===== config.mk =====
export PLATFORM = sky130hd
export DESIGN_NAME = instr_fetch_unit
export DESIGN_NICKNAME = d
export VERILOG_FILES = /design/src/rtl/instr_fetch_unit.sv
export SDC_FILE = /design/constraint.sdc
export NUM_CORES = 1
export LEC_CHECK = 0
export ABC_AREA = 1
export ABC_CLOCK_PERIOD_IN_PS = 1210
export BUFFER_PORTS_ARGS = -buffer_cell sky130_fd_sc_hd__buf_2
export CAP_MARGIN = 10
export CORE_MARGIN = 4
export CORE_UTILIZATION = 49
export DETAILED_ROUTE_END_ITERATION = 6
export GPL_TIMING_DRIVEN = 0
export PLACE_DENSITY = 0.82
export SLEW_MARGIN = 20
export SYNTH_ARGS = -nofsm -noshare
export SYNTH_HDL_FRONTEND = slang
export SYNTH_SLANG_ARGS = --single-unit

===== constraint.sdc =====
create_clock -name clk -period 1.21 [get_ports clk]
set_input_delay 0.0605 -clock clk [delete_from_list [all_inputs] [get_ports clk]]
set_output_delay 0.0605 -clock clk [all_outputs]
set_load 0.03 [all_outputs]

===== src/rtl/instr_fetch_unit.sv =====
// Fetch stage between the PC and a synchronous instruction ROM, with a 2-entry {pc, word} buffer for the decoder.
// Define FETCH_PERF_EN to add the saturating fetch_cnt / flush_cnt performance counters.
module instr_fetch_unit #(
    parameter int IW = 16,
    parameter int AW = 12
) (
    input  logic          clk,
    input  logic          rst_n,
    input  logic [AW-1:0] pc_addr,
    input  logic          jmp,
    output logic          pc_stall,
    output logic [AW-1:0] imem_addr,
    input  logic [IW-1:0] imem_data,
    output logic [IW-1:0] ir_out,
    output logic [AW-1:0] ir_pc,
    output logic          ir_valid,
    input  logic          ir_ready
`ifdef FETCH_PERF_EN
    ,
    output logic [15:0]   fetch_cnt,
    output logic [15:0]   flush_cnt
`endif
);

    typedef struct packed {
        logic [AW-1:0] pc;
        logic [IW-1:0] word;
    } entry_t;

    entry_t        mem_q [2];
    logic          rd_ptr_q, rd_ptr_d;
    logic          wr_ptr_q, wr_ptr_d;
    logic [1:0]    count_q, count_d;
    logic          pend_q, pend_d;
    logic [AW-1:0] pend_pc_q, pend_pc_d;

    logic       pop;
    logic       push;
    logic       issue;
    logic [1:0] occupancy;

    assign imem_addr = pc_addr;
    assign ir_valid  = (count_q != 2'd0);
    assign ir_out    = mem_q[rd_ptr_q].word;
    assign ir_pc     = mem_q[rd_ptr_q].pc;

    assign pop  = ir_valid & ir_ready & ~jmp;
    assign push = pend_q & ~jmp;

    // Occupancy counts the in-flight word too, so a slot is always reserved for it.
    assign occupancy = count_q + {1'b0, pend_q} - {1'b0, pop};
    assign pc_stall  = occupancy[1];
    assign issue     = ~pc_stall & ~jmp;

    always_comb begin
        // NOTE: every signal gets a default first so no path leaves it unassigned (no latch).
        count_d   = count_q;
        rd_ptr_d  = rd_ptr_q;
        wr_ptr_d  = wr_ptr_q;
        pend_d    = 1'b0;
        pend_pc_d = pend_pc_q;

        if (jmp) begin
            count_d  = 2'd0;
            rd_ptr_d = 1'b0;
            wr_ptr_d = 1'b0;
        end else begin
            if (push) wr_ptr_d = ~wr_ptr_q;
            if (pop)  rd_ptr_d = ~rd_ptr_q;
            case ({push, pop})
                2'b10:   count_d = count_q + 2'd1;
                2'b01:   count_d = count_q - 2'd1;
                default: count_d = count_q;
            endcase
        end

        if (issue) begin
            pend_d    = 1'b1;
            pend_pc_d = pc_addr;
        end
    end

    always_ff @(posedge clk or negedge rst_n) begin
        if (!rst_n) begin
            // NOTE: state registers use non-blocking assignments so every flop samples pre-edge values.
            count_q   <= 2'd0;
            rd_ptr_q  <= 1'b0;
            wr_ptr_q  <= 1'b0;
            pend_q    <= 1'b0;
            pend_pc_q <= '0;
        end else begin
            count_q   <= count_d;
            rd_ptr_q  <= rd_ptr_d;
            wr_ptr_q  <= wr_ptr_d;
            pend_q    <= pend_d;
            pend_pc_q <= pend_pc_d;
        end
    end

    // NOTE: the buffer is only two entries, so it is reset so that ir_out/ir_pc read 0 after reset.
    always_ff @(posedge clk or negedge rst_n) begin
        if (!rst_n) begin
            for (int i = 0; i < 2; i++) begin
                mem_q[i] <= '0;
            end
        end else if (push) begin
            mem_q[wr_ptr_q] <= '{pc: pend_pc_q, word: imem_data};
        end
    end

`ifdef FETCH_PERF_EN
    logic [15:0] fetch_cnt_q;
    logic [15:0] flush_cnt_q;

    always_ff @(posedge clk or negedge rst_n) begin
        if (!rst_n) begin
            fetch_cnt_q <= 16'd0;
            flush_cnt_q <= 16'd0;
        end else begin
            if (push && fetch_cnt_q != 16'hFFFF) fetch_cnt_q <= fetch_cnt_q + 16'd1;
            if (jmp && flush_cnt_q != 16'hFFFF)  flush_cnt_q <= flush_cnt_q + 16'd1;
        end
    end

    assign fetch_cnt = fetch_cnt_q;
    assign flush_cnt = flush_cnt_q;
`endif

endmodule

==> reports/results.txt, run 1 <==
Via count: 3,446
Largest cells by area after synthesis: dfrtp_1 (55%), nand2_1 (17%), o21ai_0 (9.0%)
Switching part of the total: 0.445
Gate power share: 0.542
WP data required: 1.15 ns
Leakage: 2.95 nW
Vias in the first global route: 3,429
Core Footprint: 6490 sq um
RSZ-0062 raised after global routing: true
Final Max Tran Viols: 0
Crit Path Class: reg2out
Htree depth: 3
DRC Markers: 0
HP Class: in2reg
Final Critical Period: 1.58 ns
Crit share post-route: 1.31
Path depth of the worst reg2reg path: 11
Seq/Total Area, Yosys: 0.546
Worst Tran Pin Value: 0.369 ns
Area grow syn2layout: 66.5%
Final hold violation count: 0
Die Height: 90.7 um
Synthesis warning total: 0
Worst-path clk slew: 0.08 ns
Root Driver: clkbuf_8
Flop pwr share: 0.317
First-pass GRT wire length: 16,000 um
Final instance area: 5580 sq um
Slowest cell on the critical path: dfrtp_1
Clk pwr share: 0.141
Hold Crit Depth: 3
Syn nets: 433
CTS tree: done
Num CTS Buffers: 9
Total GRT Usage: 0.242
Mapped Area: 3350 sq um
ANT cells: 0
Post-synth cell types: 20
Clock Skews: 0.0115 ns
Synth area leader: dfrtp_1
Row Count: 29
Maximum VDD drop: 0.00139 V
IO Port Bufs: 73
Starting DRT DRC Count: 196
Top cell type's share of synthesized area: 0.546
Final worst setup slack: -0.370 ns
Drt wl/cell: 18.9 um
Max stage delay on crit path: 0.41 ns
Clock tree sinks: 73
Drt first pass iters: 5
Setup violators final: 84
CP max FO: 5
Internal Power: 0.00831 W
Bufs on Longest Clock Path: 2
DP HPWL: 5320 um
Drt total wl: 11,800 um
Rel. slew slack: 0.754
Sw Pwr: 0.00666 W
Stages on worst setup path: 9
Cell area power density: 2680 nW/um^2
Max Cap Viol: 0
Share of layout cells above drive strength 1: 0.516
CP Capture Type: output pin
Buf/Inv on CP: 3
Outcome: complete, but fails checks
Clk Latency, worst-skew pair: 0.35 ns
Total grt overflow: 0
Overall power: 0.0150 W
Yosys reg bits: 73
Remaining antenna violation count after routing: 0
Largest net degree at the start of global routing: 50
Fmax: 0.633 GHz
Initial antenna violation count: 0
Fillcell total: 297
Top cell by count, worst path: nand2_4
Critical path's top delay family: simple AND/OR/NAND/NOR gates
Vias per inst: 5.53
Die Width: 90.7 um
Cell Chain, Critical Path: inv_2, nand2_4, nand3_2, nand2_2, nand2_2, nand2_4, buf_6, nand2_4, buf_6
RePlAce Congestion: 0.790
Initial Util: 0.516
Worst Setup Start Kind: flop
Nets@finish: 573
Mean post-synth cell area: 8.35 sq um
Synth Instances: 401
Die area: 8220 sq um
Dpl cell area: 3850 sq um
Worst EP arrival: 1.52 ns
Failing checks: setup timing
I/O pin cnt: 74
[metrics by stage]
| stage | utilization | cells | setup WS (ns) | hold slack [ns] | TNS [ns] |
|---|---|---|---|---|---|
| 6_report | 0.858 | 623 | -0.370 | 0.0241 | -13.50 |
| 5_1_grt | 0.858 | 623 | -0.458 | 0.0222 | -20.54 |
| 4_1_cts | 0.773 | 612 | -0.380 | 0.00622 | -8.69 |
| 3_5_place_dp | 0.592 | 552 | -0.272 | -0.0107 | -13.56 |
| 3_3_place_gp | 0.588 | 551 | -0.253 | 0.331 | -29.15 |
| 2_1_floorplan | - | 401 | -0.119 | -0.235 | -1.19 |
[flip-flops by register name (all words and copies together) (netlist names)]
name       cells
count_q        2
mem_q         56
pend_pc_q     12
pend_q         1
rd_ptr_q       1
wr_ptr_q       1
[power groups by stage]
stage | clock, W | sequential [W] | combinational [W]
finish | 0.00211 | 0.00475 | 0.00811
global route | 0.00221 | 0.00483 | 0.00866
CTS | 0.00208 | 0.00435 | 0.00667
detailed placement | 0 | 0.00426 | 0.00482
global placement | 0 | 0.00419 | 0.00466
floorplan | 0 | 0.00409 | 0.00357
[synthesized netlist by cell type, drive strengths merged]
cell	n
nand2	176
dfrtp	73
o21ai	60
inv	34
buf	23
nand4	13
clkbuf	11
nand3	7
a21oi	1
nand3b	1
nor2	1
xor2	1
[repair_timing]
item / in CTS / in global routing
pin swaps: 32 / 27
hold endpoints to repair: 114 / 0
resized for setup: 174 / 147
hold buffers: 28 / 0
setup endpoints to repair: 86 / 100
setup buffers: 12 / 6
gates cloned: 4 / 5
[cell usage in the layout (no fill, tap or decap), types with 3 or more instances in the layout]
cell / n
buf_2: 43
clkbuf_16: 5
nand3_2: 3
buf_4: 26
nand2_1: 67
inv_2: 4
dfrtp_1: 72
o21ai_1: 21
buf_8: 15
nand4_1: 13
o21ai_0: 28
clkinv_2: 5
nand2_2: 61
nand2_4: 48
inv_1: 29
buf_6: 37
clkbuf_8: 10
o21ai_2: 11
buf_12: 3
dlygate4sd3_1: 28
[cell type report]
cell class              instances  area [sq um]  area share
plain buffers                  34           405      0.0727
well taps                      77          96.3      0.0173
multi-input cells             260          1700       0.306
repair buffers                129          1200       0.215
inverters                      34           133      0.0238
flip-flops and latches         73          1830       0.328
clock buffers                   9           124      0.0222
clock inverters                 7          85.1      0.0153
[metal layers]
| layer | vias up | part of all wire | global-route usage |
|---|---|---|---|
| met5 | - | 0 | 0 |
| met1 | 1674 | 0.36 | 0.279 |
| met3 | 50 | 0.064 | 0.0600 |
| li1 | 1539 | - | - |
| met2 | 183 | 0.53 | 0.421 |
| met4 | 0 | 0.045 | 0.114 |
[tightest hold or removal path: stages]
cell	delay (ns)
buf_2	0.10
inv_1	0.09
o21ai_1	0.09
[cell families after synthesis]
family / share of synthesized area
XOR/XNOR: 0.00262
AO/OA/AOI/OAI: 0.0912
AND/OR/NAND/NOR: 0.262
flip-flops: 0.546
buffers and inverters: 0.0983
[path summary, 6_finish.rpt]
| kind | start | to | slack [ns] |
|---|---|---|---|
| setup / recovery | count_q[0] | pc_stall | -0.37 |
| hold / removal | imem_data[8] | mem_q[36] | 0.02 |
| setup reg to reg | count_q[0] | pend_pc_q[4] | -0.28 |
| hold reg to reg | pend_pc_q[3] | pend_pc_q[3] | 0.49 |
| max in group asynchronous | rst_n | mem_q[45] | 0.49 |
| min in group asynchronous | rst_n | pend_pc_q[9] | 0.16 |
Power figures use the tool's default switching activity.
==> run 2, diff against run 1 <==
--- a/config.mk
+++ b/config.mk
@@ -10,10 +10,11 @@
 export BUFFER_PORTS_ARGS = -buffer_cell sky130_fd_sc_hd__buf_2
 export CAP_MARGIN = 10
 export CORE_MARGIN = 4
-export CORE_UTILIZATION = 49
+export CORE_UTILIZATION = 51
+export CTS_BUF_LIST = sky130_fd_sc_hd__clkbuf_8
 export DETAILED_ROUTE_END_ITERATION = 6
 export GPL_TIMING_DRIVEN = 0
-export PLACE_DENSITY = 0.82
+export PLACE_DENSITY = 0.85
 export SLEW_MARGIN = 20
 export SYNTH_ARGS = -nofsm -noshare
 export SYNTH_HDL_FRONTEND = slang
==> run 2 against run 1 <==
  * The run still ends with setup timing left
  * Sequential cell count did not move
  * Non-clock buffer count rose by 9
  * Register-to-register slack got worse by 0.16 ns
  * Design area rose by 1.3%
  * Worst hold slack improved by 0.070 ns
  * Sequential share of layout area fell by 0.41 points
  * Sequential power fell by 2%
  * Largest cell class unchanged
  * Largest power group unchanged
==> reports/results.txt, run 2 (synthesis gave the netlist of run 1 again) <==
Outcome: complete, but fails checks (unchanged)
Failing checks: setup timing (unchanged)
Drt wl/cell: 19.7 um (was 18.9 um)
Biggest register: mem_q (unchanged)
Maximum VDD drop: 0.00211 V (was 0.00139 V)
Via count: 3,568 (was 3,446)
Htree depth: 3 (unchanged)
Setup tns final: -21.57 ns (was -13.50 ns)
Placed insts: 552 (unchanged)
Crit Path Class: reg2reg (was reg2out)
Gate power share: 0.541 (was 0.542)
Final hold violation count: 0 (unchanged)
Vias per inst: 5.65 (was 5.53)
HP Class: in2reg (unchanged)
DRC Markers: 0 (unchanged)
Hold path endpoint: rd_ptr_q (was mem_q[36])
Most common cell after layout, fill and taps aside: nand2_1 (was dfrtp_1)
CP max FO: 4 (was 5)
Initial antenna violation count: 0 (unchanged)
Clock Skews: 0.0151 ns (was 0.0115 ns)
Worst EP arrival: 1.90 ns (was 1.52 ns)
Core Footprint: 6350 sq um (was 6490 sq um)
Sw Pwr: 0.00663 W (was 0.00666 W)
Flop pwr share: 0.304 (was 0.317)
Internal Power: 0.00867 W (was 0.00831 W)
Final Non-Filler Cells: 632 (was 623)
Starting DRT DRC Count: 257 (was 196)
Initial Util: 0.527 (was 0.516)
Hold path start: ir_ready (was imem_data[8])
Drt total wl: 12,400 um (was 11,800 um)
Switching part of the total: 0.434 (was 0.445)
IO Port Bufs: 73 (unchanged)
Nets@finish: 582 (was 573)
Worst-path clk slew: 0.08 ns (about the same)
Setup violators final: 98 (was 84)
Area grow syn2layout: 68.6% (was 66.5%)
Row Count: 29 (unchanged)
Bufs on Longest Clock Path: 2 (unchanged)
Path depth of the worst reg2reg path: 12 (was 11)
First-pass GRT wire length: 17,400 um (was 16,000 um)
Final Max Tran Viols: 0 (unchanged)
I/O pin cnt: 74 (unchanged)
Clk Latency, worst-skew pair: 0.36 ns (was 0.35 ns)
Drt first pass iters: 5 (unchanged)
Vias in the first global route: 3,563 (was 3,429)
Root Driver: clkbuf_8 (unchanged)
Remaining antenna violation count after routing: 0 (unchanged)
ANT cells: 0 (unchanged)
RR Startpoint: pend_q (was count_q[0])
Die Height: 89.0 um (was 90.7 um)
Crit share post-route: 1.36 (was 1.31)
Die area: 7930 sq um (was 8220 sq um)
WP data required: 1.45 ns (was 1.15 ns)
Largest registers: mem_q x56, pend_pc_q x12, count_q x2 (unchanged)
Num CTS Buffers: 9 (unchanged)
WHS: 0.0938 ns (was 0.0241 ns)
Largest register FFs: 56 (unchanged)
Total grt overflow: 0 (unchanged)
Share of layout cells above drive strength 1: 0.483 (was 0.516)
Cell area power density: 2710 nW/um^2 (was 2680 nW/um^2)
Worst Setup Start Kind: flop (unchanged)
RSZ-0062 raised after global routing: true (unchanged)
Largest net degree at the start of global routing: 56 (was 50)
CTS tree: done (unchanged)
Hold Crit Depth: 3 (unchanged)
RePlAce Congestion: 0.793 (was 0.790)
DP HPWL: 5260 um (was 5320 um)
Most frequent cells in the layout: nand2_1 (84), dfrtp_1 (72), nand2_2 (57), buf_6 (46), buf_2 (42) (was dfrtp_1 (72), nand2_1 (67), nand2_2 (61), nand2_4 (48), buf_2 (43))
Clk pwr share: 0.154 (was 0.141)
CP Capture Type: flop (was output pin)
Final Critical Period: 1.65 ns (was 1.58 ns)
FF-to-FF setup slack: -0.44 ns (was -0.28 ns)
End of the worst register-to-register path: pend_pc_q[1] (was pend_pc_q[4])
Die Width: 89.0 um (was 90.7 um)
Rel. slew slack: 0.757 (was 0.754)
Max Cap Viol: 0 (unchanged)
Final worst setup slack: -0.441 ns (was -0.370 ns)
Worst Tran Pin Value: 0.365 ns (was 0.369 ns)
Leakage: 3.07 nW (was 2.95 nW)
Clock tree sinks: 73 (unchanged)
Fmax: 0.606 GHz (was 0.633 GHz)
Place WS: -0.259 ns (was -0.272 ns)
Total GRT Usage: 0.292 (was 0.242)
[run 2: changes by cell type in the layout (fill, tap and decap cells not counted), sizes merged]
cell         before  now
buf             127  134
clkinv            6    2
bufbuf            0    2
bufinv            2    3
clkinvlp          0    1
dlygate4sd3      28   29
inv              33   34
[run 2: power groups by stage]
stage	Clock, W	Sequential, W	Combinational [W]
final	0.00236	0.00466	0.00828
after detailed placement	0	0.00426	0.00481
after floorplan	0	0.00409	0.00357
after CTS	0.00237	0.00433	0.00712
after global routing	0.00248	0.00474	0.00874
after global placement	0	0.00419	0.00466
[run 2: worst max-delay path, cell delays in order, from the launching register on]
cell and delay, ns:
dfrtp_1 0.40, buf_4 0.15, nand2_1 0.06, inv_1 0.06, nand2_2 0.11, nand2_2 0.09
nand2_4 0.09, buf_4 0.11, buf_6 0.10, nand3_4 0.12, buf_6 0.16, nand2_1 0.06
nand2_1 0.06
[run 2: area by class of cell]
cell class                      count  area, sq um
Sequential cell                    73         1830
Multi-Input combinational cell    260         1580
Timing Repair Buffer              138         1370
Fill cell                         264          704
Buffer                             34          395
Clock buffer                       10          138
Inverter                           34          133
Clock inverter                      6          106
Tap cell                           77         96.3
[run 2: worst max path at each step]
stage                          to  startpoint  cells after the start
detailed placement      mem_q[31]      pend_q                      4
finish               pend_pc_q[1]      pend_q                     12
floorplan           pend_pc_q[10]  count_q[1]                     10
CTS                      pc_stall      pend_q                      7
global route             pc_stall  count_q[0]                      7
global placement        mem_q[37]       rst_n                      1
[run 2: metrics by stage]
| stage | total power [W] | util | cell area (sq um) |
|---|---|---|---|
| 3_3_place_gp | 0.00885 | 0.601 | 3820 |
| 2_1_floorplan | 0.00765 | - | 3360 |
| 3_5_place_dp | 0.00906 | 0.606 | 3850 |
| 4_1_cts | 0.0138 | 0.836 | 5310 |
| 5_1_grt | 0.0160 | 0.889 | 5650 |
| 6_report | 0.0153 | 0.889 | 5650 |
[run 2: routing by layer]
layer	vias to the layer above	global-route usage	wire, um	share of wire
li1	1555	-	-	-
met4	0	0.139	668	0.054
met5	-	0	0	0
met2	212	0.503	6260	0.50
met3	72	0.0645	918	0.074
met1	1729	0.347	4580	0.37
[run 2: what timing repair did]
item | 4_1_cts | 5_1_grt
endpoints found under the setup margin | 91 | 103
pin swaps | 30 | 18
hold buffers | 29 | 0
buffers inserted | 19 | 7
gates cloned | 10 | 3
resized for setup | 214 | 88
hold endpoints to repair | 116 | 0
==> run 3, diff against run 2 <==
--- a/config.mk
+++ b/config.mk
@@ -15,6 +15,7 @@
 export DETAILED_ROUTE_END_ITERATION = 6
 export GPL_TIMING_DRIVEN = 0
 export PLACE_DENSITY = 0.85
+export SKIP_CTS_REPAIR_TIMING = 1
 export SLEW_MARGIN = 20
 export SYNTH_ARGS = -nofsm -noshare
 export SYNTH_HDL_FRONTEND = slang
==> run 3 against run 2 <==
  * The run ends with hold timing, setup timing left
  * Sequential share of layout area increased by 2.8 points
  * Non-clock buffer count decreased by 16
  * Via count decreased by 11%
==> reports/results.txt, run 3 (synthesis gave the netlist of run 1 again) <==
Placed insts: 552 (unchanged)
Largest net degree at the start of global routing: 56 (unchanged)
Final worst setup slack: -0.427 ns (was -0.441 ns)
Nets@finish: 566 (was 582)
Clock tree sinks: 73 (unchanged)
Clk Latency, worst-skew pair: 0.36 ns (about the same)
Final Max Tran Viols: 0 (unchanged)
Final hold violation count: 6 (was 0)
Drt total wl: 9830 um (was 12,400 um)
Setup tns final: -14.32 ns (was -21.57 ns)
CP max FO: 10 (was 4)
Core Footprint: 6350 sq um (unchanged)
Worst Setup Start Kind: flop (unchanged)
Hold path start: imem_data[6] (was ir_ready)
GRT met2 Usage: 0.339 (was 0.503)
Bufs on Longest Clock Path: 2 (unchanged)
Area grow syn2layout: 55.2% (was 68.6%)
Vias per inst: 5.18 (was 5.65)
Final Non-Filler Cells: 616 (was 632)
Max Cap Viol: 0 (unchanged)
Vias in the first global route: 2,802 (was 3,563)
RSZ-0062 raised after global routing: true (unchanged)
Final instance area: 5200 sq um (was 5650 sq um)
IO Port Bufs: 73 (unchanged)
Row Count: 29 (unchanged)
Root Driver: clkbuf_8 (unchanged)
Remaining antenna violation count after routing: 0 (unchanged)
Outcome: complete, but fails checks (unchanged)
CP Capture Type: output pin (was flop)
Initial Util: 0.527 (unchanged)
Clock Skews: 0.0112 ns (was 0.0151 ns)
Worst EP arrival: 1.58 ns (was 1.90 ns)
Worst-path clk slew: 0.08 ns (about the same)
ANT cells: 0 (unchanged)
DRC Markers: 0 (unchanged)
Worst Tran Pin Value: 0.372 ns (was 0.365 ns)
RePlAce Congestion: 0.793 (unchanged)
Total grt overflow: 0 (unchanged)
Failing checks: hold timing, setup timing (was setup timing)
First-pass GRT wire length: 12,400 um (was 17,400 um)
Maximum VDD drop: 0.00179 V (was 0.00211 V)
Total GRT Usage: 0.207 (was 0.292)
Die Width: 89.0 um (unchanged)
Largest register FFs: 56 (unchanged)
I/O pin cnt: 74 (unchanged)
Most frequent cells in the layout: nand2_1 (96), dfrtp_1 (72), nand2_2 (68), buf_6 (48), buf_2 (42) (was nand2_1 (84), dfrtp_1 (72), nand2_2 (57), buf_6 (46), buf_2 (42))
Leakage: 2.71 nW (was 3.07 nW)
Drt wl/cell: 15.9 um (was 19.7 um)
WP data required: 1.15 ns (was 1.45 ns)
Via count: 3,189 (was 3,568)
Drt first pass iters: 5 (unchanged)
Starting DRT DRC Count: 148 (was 257)
Crit share post-route: 1.35 (was 1.36)
Met1 GRT Util: 0.258 (was 0.347)
Final Critical Period: 1.64 ns (was 1.65 ns)
Die Height: 89.0 um (unchanged)
Most common cell after layout, fill and taps aside: nand2_1 (unchanged)
Place WS: -0.259 ns (unchanged)
RR Startpoint: pend_q (unchanged)
Fmax: 0.611 GHz (was 0.606 GHz)
Crit Path Class: reg2out (was reg2reg)
Num CTS Buffers: 9 (unchanged)
Die area: 7930 sq um (unchanged)
Critical Path Start: pend_q (unchanged)
Largest registers: mem_q x56, pend_pc_q x12, count_q x2 (unchanged)
WHS: -0.0177 ns (was 0.0938 ns)
Cell area power density: 2720 nW/um^2 (was 2710 nW/um^2)
Global routing's busiest layer: met2 (unchanged)
Initial antenna violation count: 0 (unchanged)
Routing usage on met3: 0.0488 (was 0.0645)
Rel. slew slack: 0.752 (was 0.757)
Biggest register: mem_q (unchanged)
Htree depth: 3 (unchanged)
DP HPWL: 5260 um (unchanged)
Dpl cell area: 3850 sq um (unchanged)
CTS tree: done (unchanged)
HP Class: in2reg (unchanged)
Setup violators final: 74 (was 98)
Share of layout cells above drive strength 1: 0.455 (was 0.483)
[run 3: cell types whose count changed in the layout (fill, tap and decap cells not counted), sizes merged]
| cell | delta |
|---|---|
| buf | -6 |
| bufbuf | -2 |
| clkbuf | -1 |
| clkinv | -1 |
| dlygate4sd3 | -7 |
| inv | +1 |
[run 3: worst paths after layout]
check	end	slack (ns)	cells after the start
worst min-delay path	mem_q[6]	-0.02	3
worst max-delay path	pc_stall	-0.43	8
max in group asynchronous	mem_q[9]	0.55	3
worst max register to register	pend_pc_q[4]	-0.41	9
worst min register to register	pend_pc_q[5]	0.49	2
min in group asynchronous	pend_pc_q[5]	0.11	2
[run 3: critical path, cell delays in order, from the launching register on]
cell and delay (ns):
dfrtp_2 0.44, buf_4 0.16, nand2_1 0.05, inv_1 0.04, nand2_2 0.08, nand3_2 0.10, buf_6 0.16, nand2_4 0.06
buf_6 0.12
[run 3: layer usage]
layer  wire length [um]  part of all wire
met3                568             0.058
met5                  0                 0
met4                363             0.037
met2               4960              0.51
met1               3930              0.40
[run 3: layout make-up]
cell class                 instances  area (sq um)
sequential                        73          1830
timing repair buffer             122          1120
tap                               77          96.3
fill                             347          1150
clock buffer                      10           138
multi-input combinational        260          1420
inverter                          34           128
clock inverter                     6           106
buffer                            34           359
[run 3: where the power goes]
part / switching, W / leakage, nW / internal (W)
logic: 0.00406 / 1.67 / 0.00327
clock network: 0.000948 / 0.124 / 0.00142
registers: 0.000848 / 0.917 / 0.00357
total: 0.00586 / 2.71 / 0.00825
[run 3: stage by stage]
step,utilization,total power (W)
final,0.818,0.0141
after detailed placement,0.606,0.00906
after CTS,0.644,0.0114
after global placement,0.601,0.00885
after global routing,0.818,0.0149
after floorplan,-,0.00765
